`src/rtl/patterns_pkg.sv`:
```
// Shared definitions for the Patterns address sequencer: step codes, FSM states
// and default widths.
package patterns_pkg;

  localparam int ADDR_W_DEF = 12;
  localparam int LEN_W_DEF  = 8;

  // Counter step select: 00 -> +0, 01 -> +1, 10 -> +4, 11 -> +8.
  typedef enum logic [1:0] {
    ZERO  = 2'b00,
    ONE   = 2'b01,
    FOUR  = 2'b10,
    EIGHT = 2'b11
  } step_e;

  typedef enum logic [1:0] {
    S_IDLE  = 2'b00,
    S_FIRST = 2'b01,
    S_RUN   = 2'b10,
    S_DONE  = 2'b11
  } state_e;

endpackage

```
`src/rtl/pattern_scan_ctrl_beat_cnt.sv`:
```
// Remaining-beat down-counter for a scan run: loads the run length on start,
// decrements on each accepted beat and flags the final beat.
module beat_cnt #(
  parameter int LEN_W = 8
) (
  input  logic             clk,
  input  logic             rst_n,
  input  logic             load_i,
  input  logic [LEN_W-1:0] load_val_i,
  input  logic             dec_i,
  output logic             last_o
);

  logic [LEN_W-1:0] rem_q, rem_d;

  always_comb begin
    rem_d = rem_q;
    if (load_i) begin
      rem_d = load_val_i;
    end else if (dec_i && (rem_q != '0)) begin
      rem_d = rem_q - LEN_W'(1);
    end
  end

  // NOTE: sequential state is updated with non-blocking assignments only, so
  // every flop samples the pre-edge value of every other flop.
  always_ff @(posedge clk or negedge rst_n) begin
    if (!rst_n) begin
      rem_q <= '0;
    end else begin
      rem_q <= rem_d;
    end
  end

  assign last_o = (rem_q == LEN_W'(1));

endmodule

```
`src/rtl/pattern_scan_ctrl.sv`:
```
// Sequencer that drives the external step-adder Counter to produce an address
// run and presents it to a consumer over a valid/ready handshake.
module pattern_scan_ctrl
  import patterns_pkg::*;
#(
  parameter int ADDR_W = ADDR_W_DEF,
  parameter int LEN_W  = LEN_W_DEF
) (
  input  logic              clk,
  input  logic              rst_n,
  input  logic              start,
  input  logic [ADDR_W-1:0] start_addr,
  input  logic [1:0]        step_mode,
  input  logic [LEN_W-1:0]  run_len,
  input  logic              abort,
  input  logic              addr_rdy,
  input  logic [ADDR_W-1:0] cnt_out,
  output logic              cnt_enb,
  output logic [1:0]        Xmode,
  output logic [ADDR_W-1:0] LoadVal,
  output logic [ADDR_W-1:0] addr_out,
  output logic              addr_vld,
  output logic              busy,
  output logic              done,
  output logic              wrap
);

  state_e            state_q, state_d;
  logic [ADDR_W-1:0] base_q, base_d;
  step_e             mode_q, mode_d;
  logic              wrap_q, wrap_d;
  logic [ADDR_W-1:0] acc_q, acc_d;
  logic              chk_q, chk_d;
  logic              load, accept, last;

  beat_cnt #(.LEN_W(LEN_W)) u_beat_cnt (
    .clk        (clk),
    .rst_n      (rst_n),
    .load_i     (load),
    .load_val_i (run_len),
    .dec_i      (accept),
    .last_o     (last)
  );

  // NOTE: every output and next-state variable gets a default before the case,
  // so no path through this block can leave one unassigned and infer a latch.
  always_comb begin
    state_d  = state_q;
    base_d   = base_q;
    mode_d   = mode_q;
    wrap_d   = wrap_q;
    acc_d    = acc_q;
    chk_d    = 1'b0;
    load     = 1'b0;
    accept   = 1'b0;
    cnt_enb  = 1'b0;
    Xmode    = ZERO;
    LoadVal  = '0;
    addr_out = '0;
    addr_vld = 1'b0;
    busy     = 1'b0;
    done     = 1'b0;

    // The Counter result one cycle after a stepping accept is below the
    // accepted address only if the addition overflowed.
    if (chk_q && (cnt_out < acc_q)) begin
      wrap_d = 1'b1;
    end

    case (state_q)
      S_IDLE: begin
        if (start) begin
          base_d  = start_addr;
          mode_d  = step_e'(step_mode);
          wrap_d  = 1'b0;
          load    = 1'b1;
          state_d = (run_len != '0) ? S_FIRST : S_DONE;
        end
      end

      S_FIRST, S_RUN: begin
        addr_out = (state_q == S_FIRST) ? base_q : cnt_out;
        addr_vld = 1'b1;
        busy     = 1'b1;
        cnt_enb  = 1'b1;
        LoadVal  = addr_out;
        accept   = addr_rdy;
        // A stall forces step 0 so the Counter recirculates the current address.
        if (accept) begin
          Xmode = mode_q;
          acc_d = addr_out;
          chk_d = (mode_q != ZERO);
        end
        if (abort) begin
          state_d = S_IDLE;
        end else if (accept) begin
          state_d = last ? S_DONE : S_RUN;
        end
      end

      S_DONE: begin
        done    = 1'b1;
        state_d = S_IDLE;
      end

      default: state_d = S_IDLE;
    endcase
  end

  always_ff @(posedge clk or negedge rst_n) begin
    if (!rst_n) begin
      state_q <= S_IDLE;
      base_q  <= '0;
      mode_q  <= ZERO;
      wrap_q  <= 1'b0;
      acc_q   <= '0;
      chk_q   <= 1'b0;
    end else begin
      state_q <= state_d;
      base_q  <= base_d;
      mode_q  <= mode_d;
      wrap_q  <= wrap_d;
      acc_q   <= acc_d;
      chk_q   <= chk_d;
    end
  end

  assign wrap = wrap_q;

endmodule

```
`config.mk`:
```
export PLATFORM = sky130hd
export DESIGN_NAME = pattern_scan_ctrl
export DESIGN_NICKNAME = d
export VERILOG_FILES = /design/src/rtl/patterns_pkg.sv /design/src/rtl/pattern_scan_ctrl_beat_cnt.sv /design/src/rtl/pattern_scan_ctrl.sv
export SDC_FILE = /design/constraint.sdc
export NUM_CORES = 1
export LEC_CHECK = 0
export CAP_MARGIN = 10
export CORE_AREA = 5 5 69 96
export CTS_BUF_LIST = sky130_fd_sc_hd__clkbuf_16
export CTS_CLUSTER_DIAMETER = 150
export CTS_CLUSTER_SIZE = 24
export DETAILED_ROUTE_END_ITERATION = 16
export DIE_AREA = 0 0 74 101
export PLACE_DENSITY = 0.74
export REMOVE_ABC_BUFFERS = 1
export SYNTH_ARGS = -nofsm -noshare
export SYNTH_HDL_FRONTEND = slang
export SYNTH_SLANG_ARGS = --single-unit
export TNS_END_PERCENT = 100
```
`constraint.sdc`:
```
create_clock -name clk -period 2.03 [get_ports clk]
set_input_delay 0.3045 -clock clk [delete_from_list [all_inputs] [get_ports clk]]
set_output_delay 0.3045 -clock clk [all_outputs]
set_load 0.005 [all_outputs]
```
# [Yosys cells after proc, flatten, opt, wreduce, memory -nomap -nowiden]
# Index checks and enable logic that the tools add are counted.
[word_totals] reg_bits=38 input_bits=39 elab_cells=48
[op_classes] n_addsub=1 n_lt_le_gt_ge=1 n_eq_ne=6 muxes=22 n_reduce_logical=11
[ops] op="$mux W12" count=2
[ops] op="$mux W8" count=2
[ops] op="$reduce_bool A8 Y1" count=2
[ops] op="$lt A12 B12 Y1" count=1
[ops] op="$mux W2" count=6
[ops] op="$mux W1" count=11
[ops] op="$eq A8 B1 Y1 const B" count=1
[ops] op="$sub A8 B1 Y8 const B" count=1
[ops] op="$pmux W2 S3" count=1
[ops] op="$reduce_and A2 Y1" count=3
[ops] op="$eq A2 B2 Y1 const B" count=2
[ops] op="$reduce_bool A2 Y1" count=2
[ops] op="$ne A3 B3 Y1 const B" count=1
[ops] op="$eq A2 B1 Y1 const B" count=1
[ops] op="$logic_and A1 B1 Y1" count=2
[ops] op="$logic_not A2 Y1" count=1
[ops] op="$ne A2 B2 Y1 const B" count=1
[ops] op="$reduce_or A2 Y1" count=1

# [Longest topological paths before layout]
# Gate-level depths: netlist of the first run.
[logic_depth] word_depth=6 depth_mapped=7 depth_no_buf=6

# [By module]
# From an unflattened synthesis of the first run, not the netlist that was laid out.
[hier_totals] hier_cells=240 hier_area_um2=2448.6
[modules_own_cells] module="pattern_scan_ctrl" instances=1 cells_per_inst=176 area_per_inst_um2=1874.3
[modules_own_cells] module="beat_cnt" instances=1 cells_per_inst=64 area_per_inst_um2=574.3

# [Least setup slack after synthesis of the first run]
# Ideal clock, no wire load.
[synth_path] path_type="reg-to-reg" from="register state_q[0]" to="register u_beat_cnt.rem_q[1]" arrival_ps=1880 slack_ps=73 stages_incl_launch_ff=8 synth_period_minus_slack_ps=1957 cell_sequence="dfrtp_1 inv_1 ha_1 clkbuf_1 nand2_2 a21oi_1 mux2_2 a21oi_1"
[synth_via] elab_chain_cells=5 elab_cells_between_ends=9 classes_between="2 x eq/ne; 3 x mux; 4 x reduce/logical"
[synth_lines] item="start: declaration" line_no="pattern_scan_ctrl.sv:28" text="state_e state_q, state_d;"
[synth_lines] item="start signal: assignment" line_no="pattern_scan_ctrl.sv:119" text="state_q <= state_d;"
[synth_lines] item="$eq A2 B1 Y1 or $eq A2 B2 Y1 (tied branches)" line_no="pattern_scan_ctrl.sv:70" text="case (state_q)"
[synth_lines] item="$reduce_or A2 Y1" line_no="pattern_scan_ctrl.sv:70"
[synth_lines] item="$mux W1" line_no="pattern_scan_ctrl.sv:70"
[synth_lines] item="$logic_and A1 B1 Y1" line_no="pattern_scan_ctrl_beat_cnt.sv:20" text="end else if (dec_i && (rem_q != '0)) begin"
[synth_lines] item="$reduce_bool A2 Y1 (no line)"
[synth_lines] item="end signal: assignment" line_no="pattern_scan_ctrl_beat_cnt.sv:31" text="rem_q <= rem_d;"
[synth_lines] item="end: declaration" line_no="pattern_scan_ctrl_beat_cnt.sv:14" text="logic [LEN_W-1:0] rem_q, rem_d;"
# Parallel ways exist; a longest one is shown, timed or not.
# A chain may end at the register's enable or synchronous reset.

# [Worst setup path in the final report of the first run]
[layout_path] from="register state_q[1]" to="output LoadVal[4]"
[layout_via] elab_chain_cells=3 elab_cells_between_ends=5 classes_between="2 x eq/ne; 2 x mux; 1 x reduce/logical"
[layout_lines] item="$eq A2 B1 Y1 or $eq A2 B2 Y1 (tied branches)" line_no="pattern_scan_ctrl.sv:70, pattern_scan_ctrl.sv:82"
[layout_lines] item="$mux W12 or $reduce_or A2 Y1 (tied branches)" line_no="pattern_scan_ctrl.sv:82, pattern_scan_ctrl.sv:70"
[layout_lines] item="$mux W12 (*)" line_no="pattern_scan_ctrl.sv:70"
[layout_lines] item="end: declaration" line_no="pattern_scan_ctrl.sv:20" text="output logic [ADDR_W-1:0] LoadVal,"
# Mark *: on every way between the ends. The rest lies on a longest branch, timed or not.

==> results.txt, run 1 <==
Outcome: completed
Final Hold Viols: 0
Full die area: 7470 um^2
Count of TritonRoute iterations in the first routing pass: 4
Area used by multi-input combinational logic: 1280 um^2
Wl on met1: 2190 um
Data arrival time of the critical path: 1.71 ns
Clock slew at reported path FFs: 0.05 ns
Highest Clock Rate: 0.496 GHz
Final setup margin: 0.0159 ns
Finished Core Util: 58.4%
Area grow syn2layout: 46.2%
Core Region: 5740 um^2
Top area cells in the synthesized netlist: sky130_fd_sc_hd__dfrtp_1, sky130_fd_sc_hd__ha_1, sky130_fd_sc_hd__mux2_2
WL final: 5590 um
Simple-gate portion of the synthesized area: 14.7%
Number of H-tree branching levels: 2
Hold bufs inserted after CTS: 0
CTS buffer count: 5
Mux contribution to synthesized area: 13.0%
Layout net count: 359
Final worst path period need: 2.01 ns
Clock Latency Late Sink: 0.27 ns
Dominant cell type by count on the critical path: sky130_fd_sc_hd__buf_12
Number of cells on the worst reg-to-reg path: 7
Die extent in y: 101 um
Library cell occupying the most area in the post-synthesis netlist: sky130_fd_sc_hd__dfrtp_1
RSZ-0062 raised after global routing: yes
HPWL after detailed placement: 3900 um
Asr flop ratio synth: 100%
Ports: 70
Power per cell area: 1620 nW/um^2
Ant diodes: 0
Post-Synthesis Cell Area: 2290 um^2
Largest incremental delay on the critical path: 0.38 ns
Highest-delay cell along the critical path: sky130_fd_sc_hd__dfrtp_1
Maximum count of clock buffers along a single path: 2
Cell leakage power: 0.00150 uW
Routed via count divided by cell count: 5.12
Initial cell density of the core: 40.0%
Main flop type after synthesis: sky130_fd_sc_hd__dfrtp_1
Reg-to-Reg End: u_beat_cnt.rem_q[1]
Number of antenna violations at the first check in global routing: 0
Via count of the first global-routing pass: 1922
Total track usage: 15.3%
Highest routed layer: met4
Antenna violation net count after detailed routing: 0
Fraction of final layout cells with drive strength greater than 1: 28.1%
Area taken by flip-flops and latches: 951 um^2
Count of buffers inserted at the top-level ports: 69
Count of synthesis-stage warnings from yosys: 0
Max-capacitance violation count: 0
Share of the synthesized area in the top cell type: 41.4%
Buffer and inverter count on the worst path: 5
List of cells traversed by the critical path: inv_2 -> buf_12 -> ha_4 -> buf_12 -> buf_12 -> mux2i_4 -> nor2b_2 -> buf_2
Number of different library cells in the post-synthesis netlist: 40
Global route total overflow: 0
Final setup vio count: 0
Clock Skews: 0.00570 ns
Most frequent cells in the layout: sky130_fd_sc_hd__clkdlybuf4s50_1, sky130_fd_sc_hd__dfrtp_1, sky130_fd_sc_hd__nand2_1
WL/cell: 15.0 um
Leading cell type in the layout, fill and taps excluded: sky130_fd_sc_hd__clkdlybuf4s50_1
Final Cycle Share: 99.2%
Row cnt: 33
Post-synthesis xor/xnor area fraction: 1.53%
Average cell area after synthesis: 9.98 um^2
Sequential share of the synthesized area: 41.4%
CTS tree: yes
Kind of cell with the highest combined delay on the critical path: buffers and inverters
Sum of met2 wire segment lengths after detailed routing: 3030 um
Worst slew slack as a fraction of its limit: 66.8%
Clock sink count: 38
Count of routing violations after the opening detailed-route iteration: 86
Main combinational cell family by area after synthesis: simple AND/OR/NAND/NOR gates
Routability Congestion: 0.765
Die W: 74 um
Worst setup slack for register-to-register paths: 0.26 ns
Number of design rule violations left after detail routing: 0
Min-Delay Path Class: primary input to asynchronous set/reset pin
Critical path data required time: 1.73 ns
Gate count after technology mapping: 230
Synth Area in Adders: 9.27%
Critical path type: flip-flop to primary output
Complex-gate fraction of the synthesized area: 10.4%
Worst slack at placement: 0.0208 ns
Critical Path Fanout Max: 6
CP Capture Type: primary output
Worst-case hold slack: 0.0823 ns
Maximum number of pins on one net before global-route repair: 39
Post-route total power: 5420 uW
Total number of vias: 1904
Worst setup SP type: flip-flop
Number of enable-type register cells in the synthesized netlist: 0
Least-Margin Pin Slew: 0.498 ns
First-pass GRT wire length: 8780 um
Register bit total from synthesis: 38
Fill cells: 508
Largest vdd supply drop: 0.000732 V
Worst R2R Start: state_q[0]
Final Max Slew Viols: 0
Root Buffer Master: sky130_fd_sc_hd__clkbuf_16
Met3 WL: 305 um
-- kinds of logic after synthesis --
family | after synthesis
and+or+nand+nor | 65
AOI/OAI and AO/OA | 39
buffers and inverters | 39
DFF | 38
muxes | 28
adders and majority gates | 17
xor gates and xnor gates | 4
-- routing by layer --
layer  GRT usage [%]  up-vias
li1                -      931
met3            2.40        5
met5               0        -
met1            17.5      914
met4            5.16        0
met2            28.2       54
-- registers in the layout, summed over array words and instances (netlist names) --
register / cells
u_beat_cnt.rem_q: 8
state_q: 2
wrap: 1
chk_q: 1
mode_q: 2
base_q: 12
acc_q: 12
-- where the power goes --
group          internal (uW)  leakage [uW]  switching (uW)  total (uW)
combinational           1870      0.000984            1390        3250
sequential              1140      0.000453             330        1470
clock                    436     0.0000632             260         695
total                   3450       0.00150            1970        5420
-- synth_stat cells (2+ instances only) --
master / count
sky130_fd_sc_hd__dfrtp_1: 38
sky130_fd_sc_hd__nand2_1: 18
sky130_fd_sc_hd__ha_1: 17
sky130_fd_sc_hd__inv_1: 17
sky130_fd_sc_hd__mux2_2: 15
sky130_fd_sc_hd__a21oi_1: 14
sky130_fd_sc_hd__buf_4: 14
sky130_fd_sc_hd__mux2i_1: 13
sky130_fd_sc_hd__nor2_1: 13
sky130_fd_sc_hd__nor2b_1: 13
sky130_fd_sc_hd__o21ai_0: 13
sky130_fd_sc_hd__clkbuf_1: 5
sky130_fd_sc_hd__nand3_1: 3
sky130_fd_sc_hd__nor4_1: 3
sky130_fd_sc_hd__a311oi_1: 2
sky130_fd_sc_hd__a31oi_1: 2
sky130_fd_sc_hd__and3_1: 2
sky130_fd_sc_hd__clkbuf_8: 2
sky130_fd_sc_hd__nand4_1: 2
sky130_fd_sc_hd__or4_1: 2
sky130_fd_sc_hd__xnor2_1: 2
sky130_fd_sc_hd__xor2_1: 2
-- cell type report --
| cell class | instances | share of cell area, % |
|---|---|---|
| timing repair buffer | 88 | 25.0 |
| inverter | 17 | 1.90 |
| tap | 70 | 2.61 |
| clock buffer | 5 | 3.73 |
| clock inverter | 1 | 0.112 |
| multi-input combinational | 153 | 38.3 |
| sequential | 38 | 28.3 |
-- worst max path at each step --
| stage | start | slack, ns | to | cells after the start |
|---|---|---|---|---|
| after floorplan | state_q[0] | -0.13 | u_beat_cnt.rem_q[1] | 6 |
| after global placement | state_q[0] | 0.09 | LoadVal[10] | 5 |
| after detailed placement | state_q[1] | 0.02 | LoadVal[10] | 6 |
| after CTS | state_q[1] | -0.04 | addr_out[4] | 7 |
| after global routing | state_q[1] | -0.07 | LoadVal[3] | 8 |
| final | state_q[1] | 0.02 | LoadVal[4] | 8 |
-- stage by stage --
stage,TNS (ns),std cells,cell area (um^2)
2_1_floorplan,-0.164,208,2140
3_3_place_gp,0,357,3010
3_5_place_dp,0,357,3010
4_1_cts,-0.336,369,3300
5_1_grt,-0.657,372,3350
6_report,0,372,3350
-- timing repair --
item | in CTS | in global routing
pin swaps | 0 | 0
gates cloned | 1 | 0
resized for setup | 57 | 53
setup buffers | 5 | 3
setup endpoints to repair | 29 | 27
Power figures use the tool's default switching activity.
==> inputs of run 2 (changes only) <==
--- a/config.mk
+++ b/config.mk
@@ -12,6 +12,7 @@
 export CTS_CLUSTER_SIZE = 24
 export DETAILED_ROUTE_END_ITERATION = 16
 export DIE_AREA = 0 0 74 101
+export GPL_TIMING_DRIVEN = 0
 export PLACE_DENSITY = 0.74
 export REMOVE_ABC_BUFFERS = 1
 export SYNTH_ARGS = -nofsm -noshare
==> run 2 against run 1 <==
Clock skew fell by 0.0012 ns; wire length fell by 3.0%; largest power group unchanged; sequential power barely moved; clock power rose by 4.7%; total power rose by 1.2%; flip-flop and latch count did not move; first-iteration DRC count fell by 20%; non-clock buffer count fell by 6; sequential share of layout area fell by 0.53 points; hold slack improved by 0.29 ns; critical path depth fell by 2.
==> results.txt, run 2 (synthesis gave the netlist of run 1 again) <==
Count of buffers inserted at the top-level ports: 69 (unchanged)
Ant diodes: 0 (unchanged)
Row cnt: 33 (unchanged)
Count of TritonRoute iterations in the first routing pass: 4 (unchanged)
Post-route total power: 5490 uW (+1.2%)
Root Buffer Master: sky130_fd_sc_hd__clkbuf_16
Critical Path Fanout Max: 6 (unchanged)
Ports: 70 (unchanged)
Largest vdd supply drop: 0.000644 V (-12%)
CP Capture Type: primary output
Number of design rule violations left after detail routing: 0 (unchanged)
Full die area: 7470 um^2 (unchanged)
Via count of the first global-routing pass: 1801 (-6.3%)
Largest registers ranked by flip-flop count: acc_q: 12 flops, base_q: 12 flops, u_beat_cnt.rem_q: 8 flops
Most frequent cells in the layout: sky130_fd_sc_hd__clkdlybuf4s50_1, sky130_fd_sc_hd__dfrtp_1, sky130_fd_sc_hd__dlygate4sd2_1, sky130_fd_sc_hd__nand2_1, sky130_fd_sc_hd__inv_1
Final worst path period need: 2.01 ns (-0.00476 ns)
Final Max Slew Viols: 0 (unchanged)
Critical path type: flip-flop to primary output
Die extent in y: 101 um (unchanged)
Reg-to-Reg End: u_beat_cnt.rem_q[1]
Min-Delay Path Class: primary input to asynchronous set/reset pin
Worst slew slack as a fraction of its limit: 53.6% (-13 points)
HPWL after detailed placement: 3670 um (-5.8%)
Worst setup SP type: flip-flop
Worst setup slack for register-to-register paths: 0.14 ns (-0.12 ns)
Number of H-tree branching levels: 2 (unchanged)
Clock sink count: 38 (unchanged)
RSZ-0062 raised after global routing: yes
Routed via count divided by cell count: 5.01 (-2.1%)
Layout net count: 353 (-1.7%)
Leading cell type in the layout, fill and taps excluded: sky130_fd_sc_hd__clkdlybuf4s50_1
Number of cells on the worst reg-to-reg path: 8 (+1)
Setup Total Neg Slack: 0 ns (unchanged)
Final Cell Area: 3420 um^2 (+2.1%)
WL final: 5420 um (-3.0%)
Data arrival time of the critical path: 1.70 ns (about the same)
Clock slew at reported path FFs: 0.06 ns (about the same)
Critical path data required time: 1.73 ns (about the same)
Highest Clock Rate: 0.498 GHz (+0.24%)
Antenna violation net count after detailed routing: 0 (unchanged)
CTS buffer count: 5 (unchanged)
Power per cell area: 1600 nW/um^2 (-0.84%)
Initial cell density of the core: 40.0% (unchanged)
Worst R2R Start: state_q[0]
Total track usage: 15.1% (-0.22 points)
Final Hold Viols: 0 (unchanged)
Cell leakage power: 0.00152 uW (+1.2%)
Global route total overflow: 0 (unchanged)
Area grow syn2layout: 49.2%
Number of antenna violations at the first check in global routing: 0 (unchanged)
CTS tree: yes
Total number of vias: 1844 (-3.2%)
Outcome: completed
Count of routing violations after the opening detailed-route iteration: 69 (-20%)
Clock Latency Late Sink: 0.28 ns (about the same)
First-pass GRT wire length: 8650 um (-1.6%)
Die W: 74 um (unchanged)
WL/cell: 14.7 um (-2.0%)
Maximum count of clock buffers along a single path: 2 (unchanged)
Core Region: 5740 um^2 (unchanged)
Final Cycle Share: 99.0% (-0.23 points)
Maximum number of pins on one net before global-route repair: 37 (-5.1%)
Routability Congestion: 0.790 (+3.2%)
Final setup vio count: 0 (unchanged)
Least-Margin Pin Slew: 0.693 ns (+0.196 ns)
Max-capacitance violation count: 0 (unchanged)
Fraction of final layout cells with drive strength greater than 1: 22.5% (-5.7 points)
Clock Skews: 0.00445 ns (-0.00125 ns)
Finished Core Util: 59.6% (+1.2 points)
Instance area at placement: 2930 um^2 (-2.7%)
Worst-case hold slack: 0.371 ns (+0.289 ns)
-- run 2: cell types whose count changed in the layout (fill, tap and decap cells not counted), sizes merged --
cell and change:
dlygate4sd2 +19, clkbuf -13, buf -12, clkinv +1, dlygate4sd3 +1, dlymetal6s2s -1, inv +1
-- run 2: area by class of cell --
type	count	area [um^2]
Fill cell	493	2320
Clock inverter	3	12.5
Multi-Input combinational cell	153	1340
Sequential cell	38	952
Tap cell	70	87.6
Timing Repair Buffer	82	838
Clock buffer	5	125
Inverter	17	63.8
-- run 2: worst max path at each step --
stage	from	to	slack (ns)	depth (start not counted)
after floorplan	state_q[0]	u_beat_cnt.rem_q[1]	-0.13	6
after global placement	state_q[0]	u_beat_cnt.rem_q[1]	-0.68	6
after detailed placement	state_q[0]	u_beat_cnt.rem_q[1]	-0.70	6
after CTS	state_q[1]	LoadVal[8]	-0.15	6
after global routing	state_q[1]	LoadVal[7]	-0.04	6
final	state_q[1]	LoadVal[7]	0.02	6
-- run 2: layer usage --
metal  routed length [um]  vias to the layer above  track usage (%)
met5                    0                        -                0
met4                   54                        0             5.02
met3                  343                        4             3.29
met2                 2880                       55             26.6
met1                 2130                      862             17.8
li1                     -                      923                -
-- run 2: timing repair --
item                                    4_1_cts  5_1_grt
setup buffers                                 9        2
gates resized for setup                      65       21
endpoints found under the hold margin         2        0
endpoints found under the setup margin       64       25
hold buffers                                  1        0
gates cloned                                  0        0
pin swaps                                     2        1
-- run 2: worst max-delay path, cell delays in order, from the launching register on --
cell	delay, ns
sky130_fd_sc_hd__dfrtp_1	0.39
sky130_fd_sc_hd__inv_2	0.12
sky130_fd_sc_hd__ha_4	0.18
sky130_fd_sc_hd__buf_12	0.15
sky130_fd_sc_hd__mux2i_2	0.25
sky130_fd_sc_hd__nor2b_2	0.07
sky130_fd_sc_hd__dlygate4sd2_1	0.27
-- run 2: where the power goes --
part	leakage (uW)	switching, uW	internal, uW
logic	0.000994	1400	1890
registers	0.000452	326	1140
clock network	0.0000724	285	444
-- run 2: metrics by stage --
| step | std cells | worst slack, ns |
|---|---|---|
| floorplan | 208 | -0.135 |
| CTS | 366 | -0.149 |
| finish | 368 | 0.0207 |
| global placement | 347 | -0.679 |
| global route | 368 | -0.0426 |
| detailed placement | 348 | -0.703 |
